--- src/rtl/fifo_pkg.sv ---
// fifo_pkg
//   Shared definitions for the parametrised ready/valid FIFO:
//   - clog2 constant function and pointer/count width helpers
//   - handshake event encoding used by the occupancy logic
//   - descriptive constants recording the handshake contract
package fifo_pkg;

  // Ceiling log2; clog2(1) = 0.
  function automatic int clog2(input int value);
    int result;
    result = 0;
    while ((1 << result) < value) begin
      result = result + 1;
    end
    return result;
  endfunction

  // Pointer indexes 0..depth-1; never narrower than one bit.
  function automatic int ptrWidth(input int depth);
    return (clog2(depth) < 1) ? 1 : clog2(depth);
  endfunction

  // Count spans 0..depth inclusive.
  function automatic int countWidth(input int depth);
    return clog2(depth + 1);
  endfunction

  // Handshake event for one clock: {push, pop}.
  typedef enum logic [1:0] {
    HsIdle = 2'b00,
    HsPop  = 2'b01,
    HsPush = 2'b10,
    HsBoth = 2'b11
  } HandshakeT;

  // Handshake contract shared by every user of the FIFO:
  // DataInReady never looks at DataOutReady, and a pushed word becomes
  // visible on the output side one clock after the push edge.
  localparam bit ReadyDependsOnConsumer = 1'b0;
  localparam int PushToValidLatency     = 1;

endpackage

--- src/rtl/fifo_ram.sv ---
// fifo_ram
//   Depth x Width register array with one synchronous write port and one
//   asynchronous read port (first-word-fall-through needs the head word
//   without a read cycle).
// Ports:
//   Clock  - write clock (rising edge)
//   we     - write enable
//   waddr  - write address
//   wdata  - write data
//   raddr  - read address
//   rdata  - read data, combinational from raddr
module fifo_ram #(
  parameter int Width     = 8,
  parameter int Depth     = 16,
  parameter int AddrWidth = 4
) (
  input  logic                 Clock,
  input  logic                 we,
  input  logic [AddrWidth-1:0] waddr,
  input  logic [Width-1:0]     wdata,
  input  logic [AddrWidth-1:0] raddr,
  output logic [Width-1:0]     rdata
);

  logic [Width-1:0] mem [Depth];

  // One write decoder per row; contents are deliberately never cleared.
  for (genvar gi = 0; gi < Depth; gi++) begin : gRow
    always_ff @(posedge Clock) begin
      if (we && (waddr == AddrWidth'(gi))) begin
        mem[gi] <= wdata;
      end
    end
  end

  assign rdata = mem[raddr];

endmodule

--- src/rtl/param_fifo.sv ---
// param_fifo
//   Parametrised first-word-fall-through ready/valid FIFO with occupancy
//   count, programmable almost-full/almost-empty flags, synchronous flush
//   and peak-occupancy tracking.
// Ports:
//   Clock        - single clock, rising edge
//   Reset        - synchronous, active-low; overrides Flush
//   Flush        - synchronous clear of contents, active-high
//   DataIn       - write data;  DataInValid / DataInReady handshake
//   DataOut      - head word;   DataOutValid / DataOutReady handshake
//   Count        - current occupancy 0..Depth
//   MaxCount     - peak Count since last reset/flush
//   AlmostFull   - Count >= AlmostFullLevel
//   AlmostEmpty  - Count <= AlmostEmptyLevel
module param_fifo
  import fifo_pkg::*;
#(
  parameter int Width            = 8,
  parameter int Depth            = 16,
  parameter int AlmostFullLevel  = Depth - 2,
  parameter int AlmostEmptyLevel = 1,
  localparam int CW = countWidth(Depth),
  localparam int PW = ptrWidth(Depth)
) (
  input  logic             Clock,
  input  logic             Reset,
  input  logic             Flush,
  input  logic [Width-1:0] DataIn,
  input  logic             DataInValid,
  output logic             DataInReady,
  output logic [Width-1:0] DataOut,
  output logic             DataOutValid,
  input  logic             DataOutReady,
  output logic [CW-1:0]    Count,
  output logic [CW-1:0]    MaxCount,
  output logic             AlmostFull,
  output logic             AlmostEmpty
);

  if (Depth < 2 || Width < 1) begin : gBadSize
    $error("param_fifo: Depth must be >= 2 and Width >= 1");
  end
  if (AlmostFullLevel > Depth) begin : gBadLevel
    $error("param_fifo: AlmostFullLevel must not exceed Depth");
  end

  logic [PW-1:0] rdPtrReg, rdPtrNext;
  logic [PW-1:0] wrPtrReg, wrPtrNext;
  logic [CW-1:0] countReg, countNext;
  logic [CW-1:0] maxCountReg, maxCountNext;
  logic          full, empty, push, pop;
  HandshakeT     hs;

  // Ready/valid come only from registered count, so neither side of the
  // FIFO sees a combinational path through the other. A full FIFO refuses
  // the write even when a pop happens in the same cycle.
  assign full         = (countReg == CW'(Depth));
  assign empty        = (countReg == '0);
  assign DataInReady  = ~full;
  assign DataOutValid = ~empty;
  assign push         = DataInValid & ~full;
  assign pop          = DataOutReady & ~empty;
  assign hs           = HandshakeT'({push, pop});

  always_comb begin
    rdPtrNext    = rdPtrReg;
    wrPtrNext    = wrPtrReg;
    countNext    = countReg;
    case (hs)
      HsPush:  countNext = countReg + CW'(1);
      HsPop:   countNext = countReg - CW'(1);
      default: countNext = countReg;
    endcase
    // Explicit wrap compare keeps non-power-of-two depths correct.
    if (push) begin
      wrPtrNext = (wrPtrReg == PW'(Depth - 1)) ? '0 : wrPtrReg + PW'(1);
    end
    if (pop) begin
      rdPtrNext = (rdPtrReg == PW'(Depth - 1)) ? '0 : rdPtrReg + PW'(1);
    end
    maxCountNext = (countNext > maxCountReg) ? countNext : maxCountReg;
  end

  always_ff @(posedge Clock) begin
    if (!Reset || Flush) begin
      rdPtrReg    <= '0;
      wrPtrReg    <= '0;
      countReg    <= '0;
      maxCountReg <= '0;
    end else begin
      rdPtrReg    <= rdPtrNext;
      wrPtrReg    <= wrPtrNext;
      countReg    <= countNext;
      maxCountReg <= maxCountNext;
    end
  end

  // Writes are suppressed on reset/flush cycles so discarded data never
  // lands in storage.
  fifo_ram #(
    .Width     (Width),
    .Depth     (Depth),
    .AddrWidth (PW)
  ) uRam (
    .Clock (Clock),
    .we    (push & Reset & ~Flush),
    .waddr (wrPtrReg),
    .wdata (DataIn),
    .raddr (rdPtrReg),
    .rdata (DataOut)
  );

  assign Count       = countReg;
  assign MaxCount    = maxCountReg;
  assign AlmostFull  = (int'(countReg) >= AlmostFullLevel);
  assign AlmostEmpty = (int'(countReg) <= AlmostEmptyLevel);

endmodule

--- config.mk ---
export PLATFORM = sky130hd
export DESIGN_NAME = param_fifo
export DESIGN_NICKNAME = d
export VERILOG_FILES = /design/src/rtl/fifo_pkg.sv /design/src/rtl/fifo_ram.sv /design/src/rtl/param_fifo.sv
export SDC_FILE = /design/constraint.sdc
export NUM_CORES = 1
export LEC_CHECK = 0
export CORE_MARGIN = 2
export CORE_UTILIZATION = 59
export DETAILED_ROUTE_END_ITERATION = 10
export PLACE_DENSITY = 0.89
export REMOVE_ABC_BUFFERS = 1
export SKIP_LAST_GASP = 1
export SYNTH_ARGS = -nofsm -noshare
export SYNTH_HDL_FRONTEND = slang
export SYNTH_SLANG_ARGS = --single-unit
--- constraint.sdc ---
create_clock -name Clock -period 5.5 [get_ports Clock]
set_clock_uncertainty 0.2 [all_clocks]
set_input_delay 0.55 -clock Clock [delete_from_list [all_inputs] [get_ports Clock]]
set_output_delay 0.55 -clock Clock [all_outputs]
set_load 0.1 [all_outputs]
-- Word level (Yosys, flattened, before mapping)
Memory sizes are Yosys's and may differ from the RTL's. A register that Yosys moved wholly into a read port is not among the register bits.
Index checks and enable logic that the tools add are counted.
- register bits: 18
- memory bits (writable): 128
- bits of input ports: 13
- output and inout bits: 22
- logic and storage cells: 155
- memories kept: 1
- memories (name ; depth ; width ; read ports ; clocked after memory_dff ; wr ports ; line ; source):
    uRam.mem ; 16 ; 8 ; 1 ; 1 ; 1 ; fifo_ram.sv:25 ; logic [Width-1:0] mem [Depth];
- add/subtract/negate cells: 4
- magnitude comparators: 3
- equal/unequal tests: 19
- multiplexer cells: 82
- bitwise gates (word level): 7
- reductions and logical operators: 35
- operator list (cell ; count):
    $mux 8 ; 15
    $reduce_or 8->1 ; 15
    $mux 4 ; 19
    $mux 1 ; 47
    $eq 4x4->1 const B ; 9
    $eq 4x3->1 const B ; 4
    $logic_and 1x1->1 ; 16
    $pmux 5 s2 ; 1
    $add 4x1->4 const B ; 2
    $eq 4x2->1 const B ; 2
    $add 5x1->5 const B ; 1
    $eq 5x5->1 const B ; 1
    $ge 5x4->1 const B ; 1
    $gt 5x5->1 ; 1
    $le 5x1->1 const B ; 1
    $logic_not 5->1 ; 1
    $sub 5x1->5 const B ; 1
    $and 1x1->1 ; 4
    $eq 4x1->1 const B ; 1
    $logic_not 4->1 ; 1
    $not 1->1 ; 3
    $eq 2x1->1 const B ; 1
    $eq 2x2->1 const B ; 1
    $logic_not 1->1 ; 1
    $logic_or 1x1->1 ; 1

-- Logic depth before layout (Yosys ltp)
Gate-level depths: netlist of run 1.
- word-level depth: 24
- depth in mapped cells: 16
- gate-level depth less buffers: 14

-- Modules after synthesis
A second synthesis of run 1 with hierarchy kept.
- cells, all modules: 366
- area total of the unflattened synthesis: 6228.5 sq um
- by module, submodules not included (module ; times used ; cells an instance ; area each (sq um) ; sequential area each (sq um)):
    fifo_ram ; 1 ; 221 ; 4987.3 ; 3843.7
    param_fifo ; 1 ; 145 ; 1241.2 ; 360.3

-- Worst setup path before layout of run 1
OpenSTA, ideal clock, no wires.
- path kind: register to register
- start point: register countReg[0] (netlist: Count[0])
- end point: register maxCountReg[0] (netlist: MaxCount[0])
- library setup time: 0.121 ns
- data arrival time: 5.155 ns
- data required time: 5.179 ns
- setup slack: 0.024 ns
- stages on the path, launching flop included: 16
- path buffers: 2
- period minus slack after synthesis: 5.476 ns
- cell sequence: dfxtp_1 > inv_1 > ha_1 > or4b_1 > clkbuf_1 > nand2_1 > inv_1 > ha_1 > clkbuf_1 > o21ai_0 > a41oi_1 > or3_1 > ha_1 > nand4_1 > o21ai_1 > mux2_2
- cells in the longest elaborated chain, start to end: 6
- RTL lines (what ; line ; source):
    from (decl) ; param_fifo.sv:49 ; logic [CW-1:0] countReg, countNext;
    from (signal assigned) ; param_fifo.sv:93 ; countReg <= countNext;
    $logic_not 5->1 (*) ; param_fifo.sv:58 ; assign empty = (countReg == '0);
    $not 1->1 (*) ; n/a ;
    net DataOutValid ; param_fifo.sv:32 ; output logic DataOutValid,
    $and 1x1->1 (*) ; param_fifo.sv:62 ; assign pop = DataOutReady & ~empty;
    $eq 2x1->1 / $eq 2x2->1 (equally long branches) ; param_fifo.sv:69 ; case (hs)
    $pmux 5 s2 (*) ; param_fifo.sv:69 ;
    net countNext[4] ; param_fifo.sv:49 ;
    $gt 5x5->1 (*) ; param_fifo.sv:81 ; maxCountNext = (countNext > maxCountReg) ? countNext : maxCountReg;
    to (signal assigned) ; param_fifo.sv:94 ; maxCountReg <= maxCountNext;
    to (decl) ; param_fifo.sv:50 ; logic [CW-1:0] maxCountReg, maxCountNext;
Mark *: on every way through the listed nets, which the timed path passes. The rest lies on a longest branch.
A chain may end at the register's enable or synchronous reset.

==> out/metrics.csv, run 1 <==
metric,value,unit
status,completed,
P_int,2.01,mW
Horiz. Die Dim,108,um
Final Hold Fails,0,
crit-path max cell delay,0.99,ns
antenna-violating nets left,0,
H-tree depth,4,
Yosys top cell area share,60.8,%
CTS root buffer,clkbuf_8,
biggest area consumer among synthesized cells,edfxtp_1,
# setup viols final,0,
die area,11600,sq um
CTS sink count,150,
Ys Warns,0,
final instance area,7360,sq um
Peak VDD IR,0.220,mV
post-synthesis sequential area ratio,67.8,%
Max Cap Viol,0,
CP Launch Type,flop,
buffers and inverters on the worst path,1,
Residual DRC,0,
Required @ worst endpoint,4.75,ns
hold crit path type,flop to flop,
CP Capture Type,primary output,
most frequent cells after synthesis,"edfxtp_1 (128), mux4_1 (24), dfxtp_1 (22)",
total number of vias,3449,
Critical R2R Capture,MaxCount[2],
Synth Area per Inst,17.8,sq um
Peak Freq,224,MHz
crit path kind,flop to primary output,
# rows,37,
FILL cells,612,
drt wl/cell,25.4,um
die height,108,um
number of buffers created by CTS,17,
number of synthesized flops with an enable pin,128,
final worst-path cycle share,81.2,%
Main synth FF type,edfxtp_1,
"critical path fanouts, max",32,
Clock Power Share,47.5,%
Overflow after GRT,0,
Seq pwr share,48.8,%
clock buffer depth,2,
antenna cell count,0,
slowest CP cell,dfxtp_2,
CP arrival,3.71,ns
setup TNS,0,ns
Initial Utilization,61.0,%
IO Pins,35,
Net Sw Frac,21.0,%
"Cell Area, Placed",6750,sq um
worst-skew pair later-pin latency,0.52,ns
PwrDens,345,nW/um^2
"flops & latches, synth",150,
fin crit period,4.46,ns
worst slew pin tran,1.11,ns
WL final,13700,um
Routability Congestion,0.846,
Gate power share,3.8,%
layout cells sized above 1,14.5,%
core region area,10400,sq um
unrepaired setup endpoints after global routing,no,
Switching Power,0.534,mW
Async SR Flop Fraction,0,%
cells on worst reg2reg path,14,
NumNets Final,423,
cells after synthesis,356,
r2r startpoint,Count[0],
number of distinct library cells after synthesis,44,
via/cell ratio,6.36,
CTS tree,done,
Layout area overhead,16.5,%
Final Util,71.0,%
largest net degree at the start of global routing,33,
clock slew at reported path FFs,0.06,ns
first-pass GRT wire length,21100,um
Synth Cell Area,6320,sq um
top post-synthesis cells by area,"edfxtp_1 (61%), mux4_1 (10%), dfxtp_1 (7.0%)",
WHS Path Cells,2,
most common cell in the netlist,edfxtp_1,
PnR worst setup slack,1.04,ns
postcts setup bufs,0,
max-slew violation count,0,
PostCTS Resize Cnt,0,
Slew HR,25.5,%
Place WS,1.32,ns
"setup slack, reg-to-reg",1.28,ns
HPWL after detailed placement,8090,um
Worst Hold Path EP,MaxCount[1],
initial antenna violation count,0,
hold path start,MaxCount[1],
vias in the first global route,3573,
port buffer count,34,
CP top delay family,multiplexers,
global-route usage over all layers,26.2,%
Pre-antenna DRT Iters,5,
1st-iter DRT viols,424,
worst-path cell chain,"mux4_1, mux4_2, clkdlybuf4s50_1",
hold buffers post-CTS,0,
LEAKAGE,2.46,nW
==> layout by cell type, fill, tap and decap left out, types with 2 or more instances in the layout <==
| cell type | instances |
|---|---|
| a21oi_1 | 13 |
| and2_1 | 2 |
| bufinv_16 | 4 |
| clkbuf_16 | 16 |
| clkdlybuf4s50_1 | 34 |
| clkinv_2 | 2 |
| clkinv_4 | 2 |
| clkinvlp_4 | 2 |
| dfxtp_1 | 21 |
| edfxtp_1 | 128 |
| ha_1 | 17 |
| inv_1 | 14 |
| inv_6 | 4 |
| mux2_2 | 2 |
| mux2i_1 | 5 |
| mux4_1 | 24 |
| mux4_2 | 16 |
| nand2_1 | 18 |
| nand2b_1 | 3 |
| nand3_1 | 14 |
| nand4_1 | 2 |
| nor2_1 | 18 |
| nor2b_1 | 3 |
| nor3_1 | 2 |
| nor3_2 | 4 |
| nor3b_1 | 3 |
| o21ai_0 | 6 |
| or2_2 | 2 |
| or3_1 | 2 |
| or4b_1 | 2 |
| xor2_1 | 2 |
==> worst register-to-register path: stages, from the launching register on <==
cell and delay, ns:
dfxtp_1 0.39, inv_1 0.15, ha_1 0.17, or4b_1 0.52, nand2_1 0.19, inv_1 0.06, ha_1 0.41, or3b_2 0.49
mux2i_1 0.18, or3_1 0.13, ha_1 0.24, a21oi_1 0.15, o221ai_1 0.12, o21ai_1 0.31, mux2_2 0.40
==> stage by stage <==
stage	total power, mW	hold slack [ns]	cells
3_5_place_dp	1.36	0.276	510
4_1_cts	2.55	0.288	542
2_1_floorplan	1.32	0.272	339
3_3_place_gp	1.35	0.281	510
6_report	2.54	0.282	542
5_1_grt	2.61	0.321	542
==> cell type report <==
class | instances | area (sq um) | share of cell area, %
Tap cell | 136 | 170 | 2.31
Sequential cell | 150 | 4290 | 58.2
Inverter | 15 | 56.3 | 0.765
Clock inverter | 14 | 198 | 2.68
Clock buffer | 18 | 418 | 5.67
Multi-Input combinational cell | 174 | 1890 | 25.7
Timing Repair Buffer | 35 | 348 | 4.72
==> registers in the layout, summed over array words and instances, names as in the netlist, named ones only <==
name	count
rdPtrReg	4
uRam.mem	128
Count	5
wrPtrReg	4
MaxCount	5
==> worst max-delay path by stage <==
stage                        start          end  slack [ns]  depth (start not counted)
after CTS                     flop   DataOut[5]        0.99                          3
after detailed placement  Count[0]  MaxCount[2]        1.32                         14
after global placement    Count[0]  MaxCount[0]        1.47                         14
final                         flop   DataOut[5]        1.04                          3
after floorplan           Count[0]  MaxCount[0]        0.24                         13
after global routing          flop   DataOut[5]        0.88                          3
==> metal layers <==
| layer | GRT usage (%) | routed length (um) |
|---|---|---|
| met1 | 34.2 | 5460 |
| met2 | 42.9 | 7140 |
| met3 | 6.42 | 919 |
| met4 | 9.71 | 222 |
| met5 | 0 | 0 |
==> power by group through the flow <==
| stage | clock [mW] | sequential, mW | combinational (mW) |
|---|---|---|---|
| after floorplan | 0 | 1.27 | 0.0530 |
| after global placement | 0 | 1.26 | 0.0905 |
| after detailed placement | 0 | 1.27 | 0.0944 |
| after CTS | 1.22 | 1.24 | 0.0953 |
| after global routing | 1.27 | 1.24 | 0.102 |
| final | 1.21 | 1.24 | 0.0958 |
==> kinds of logic (layout without fill, tap and decap cells) <==
| kind of cell | count (synthesis) | after routing | share of synthesized area (%) |
|---|---|---|---|
| flip-flops | 150 | 150 | 67.8 |
| AND/OR/NAND/NOR | 80 | 80 | 6.43 |
| multiplexers | 47 | 47 | 16.8 |
| buffers and inverters | 32 | 82 | 2.65 |
| AO/OA/AOI/OAI | 28 | 28 | 2.67 |
| adder cells (fa/ha/maj) | 17 | 17 | 3.36 |
| XOR/XNOR | 2 | 2 | 0.277 |
Power figures use the tool's default switching activity.
==> run 2: changes to the inputs <==
- CORE_UTILIZATION: 59 -> 54
- PLACE_DENSITY: 0.89 -> 0.86
- clock period: 5.5 -> 4.05 ns (I/O delays scaled with it)
==> out/metrics.csv, run 2 (same netlist as run 1, synthesis figures left out) <==
metric,value,unit
Final Hold Fails,0,
1st-iter DRT viols,369,
antenna-violating nets left,0,
met3 GRT Util,5.08,%
total number of vias,3564,
WL final,13800,um
CTS tree,done,
max FFs per register,128,
PostCTS Resize Cnt,0,
H-tree depth,4,
worst-skew pair later-pin latency,0.41,ns
Critical R2R Capture,MaxCount[4],
"setup slack, reg-to-reg",0.18,ns
LEAKAGE,2.59,nW
vias in the first global route,3686,
Overflow after GRT,0,
antenna cell count,0,
worst-path cell chain,"inv_1, ha_1, or4b_1, nand2_1, inv_1, ha_2, nand3b_1, nor3_1, or3_1, ha_1, nand4_1, o221ai_1, o21ai_2, buf_4, mux2i_1",
hold_ws,0.298,ns
first-pass GRT wire length,21300,um
met2 Usage GRT,39.7,%
Largest Register,uRam.mem,
max-slew violation count,0,
worst slew pin tran,0.998,ns
PwrDens,458,nW/um^2
postcts setup bufs,0,
Slew HR,33.3,%
hold crit path type,flop to flop,
die area,12600,sq um
WHS Path Cells,2,
HPWL after detailed placement,8500,um
# setup viols final,0,
Worst Hold Path EP,MaxCount[3],
clock buffer depth,2,
initial antenna violation count,0,
crit-path max cell delay,0.48,ns
final worst-path cycle share,95.4,%
"most common cell after layout, fill and taps aside",edfxtp_1,
Horiz. Die Dim,112,um
slowest CP cell,or4b_1,
number of buffers created by CTS,17,
largest net degree at the start of global routing,33,
r2r startpoint,Count[0],
Pre-antenna DRT Iters,5,
NumNets Final,450,
cells on worst reg2reg path,15,
Required @ worst endpoint,4.13,ns
hold path start,MaxCount[3],
Peak VDD IR,0.371,mV
hold buffers post-CTS,0,
IO Pins,35,
port buffer count,34,
CTS root buffer,clkbuf_16,
CTS sink count,150,
"leading cell types in the layout, fill and taps excluded","edfxtp_1 (128), buf_4 (36), clkdlybuf4s50_1 (26), mux4_1 (24), dfxtp_1 (21)",
CP arrival,3.95,ns
gr busiest metal,met2,
drt wl/cell,24.0,um
global-route usage over all layers,23.4,%
fin crit period,3.87,ns
crit path kind,flop to flop,
core region area,11400,sq um
CP Capture Type,flop,
Layout area overhead,19.2,%
CP Launch Type,flop,
"critical path fanouts, max",13,
status,completed,
global-route met1 utilization,29.5,%
layout cells sized above 1,20.6,%
# rows,39,
Residual DRC,0,
Peak Freq,259,MHz
Initial Utilization,55.4,%
Max Cap Viol,0,
clock slew at reported path FFs,0.06,ns
Tot Pwr,3.45,mW
Routability Congestion,0.859,
die height,112,um
via/cell ratio,6.20,
[run 2: cell types whose count changed in the layout (fill, tap and decap cells not counted), moves of 2 or more]
cell             previous run  this run
nor3_2                      4         0
clkinv_4                    2         0
buf_4                       1        36
nor3_1                      2         6
clkdlybuf4s50_1            34        26
clkinv_1                    0         2
[run 2: final cells by class]
class                           count  area, sq um
Inverter                           15         56.3
Clock inverter                     13          179
Sequential cell                   150         4290
Clock buffer                       18          429
Multi-Input combinational cell    174         1880
Tap cell                          143          179
Fill cell                         740         3880
Timing Repair Buffer               62          531
[run 2: worst max-delay path by stage]
stage | from | endpoint | slack [ns] | cells after the start
CTS | Count[0] | MaxCount[2] | 0.15 | 14
detailed placement | Count[0] | MaxCount[2] | 0.15 | 14
global placement | Count[0] | MaxCount[2] | 0.29 | 14
global route | Count[0] | MaxCount[4] | -0.01 | 15
finish | Count[0] | MaxCount[4] | 0.18 | 15
floorplan | Count[0] | MaxCount[0] | -1.21 | 13
[run 2: metal layers]
metal | part of all wire [%] | up-vias
met5 | 0 | -
met4 | 2.9 | 0
met3 | 6.9 | 35
met2 | 52 | 177
met1 | 38 | 1795
li1 | - | 1557
[run 2: critical path, delay by kind of cell (launching register included)]
family                   cells  cell delay [ns]
AO/OA/AOI/OAI                2             0.38
adder cells (fa/ha/maj)      3             0.93
buffers and inverters        3             0.36
flip-flops                   1             0.31
multiplexers                 1             0.11
AND/OR/NAND/NOR              6             1.44
[run 2: stage by stage]
stage	setup TNS, ns	worst slack, ns	util, %	instance area, sq um	cells
finish	0	0.184	66.0	7530	575
global route	-0.0128	-0.0128	66.0	7530	575
CTS	0	0.151	65.9	7530	575
detailed placement	0	0.146	60.6	6920	544
global placement	0	0.293	60.6	6920	544
floorplan	-10.64	-1.21	-	6210	339
[run 2: power breakdown]
part | internal, mW | switching, mW | leakage (nW)
Combinational | 0.0473 | 0.0897 | 0.964
Sequential | 1.68 | 0.00400 | 1.33
Clock | 1.03 | 0.602 | 0.292
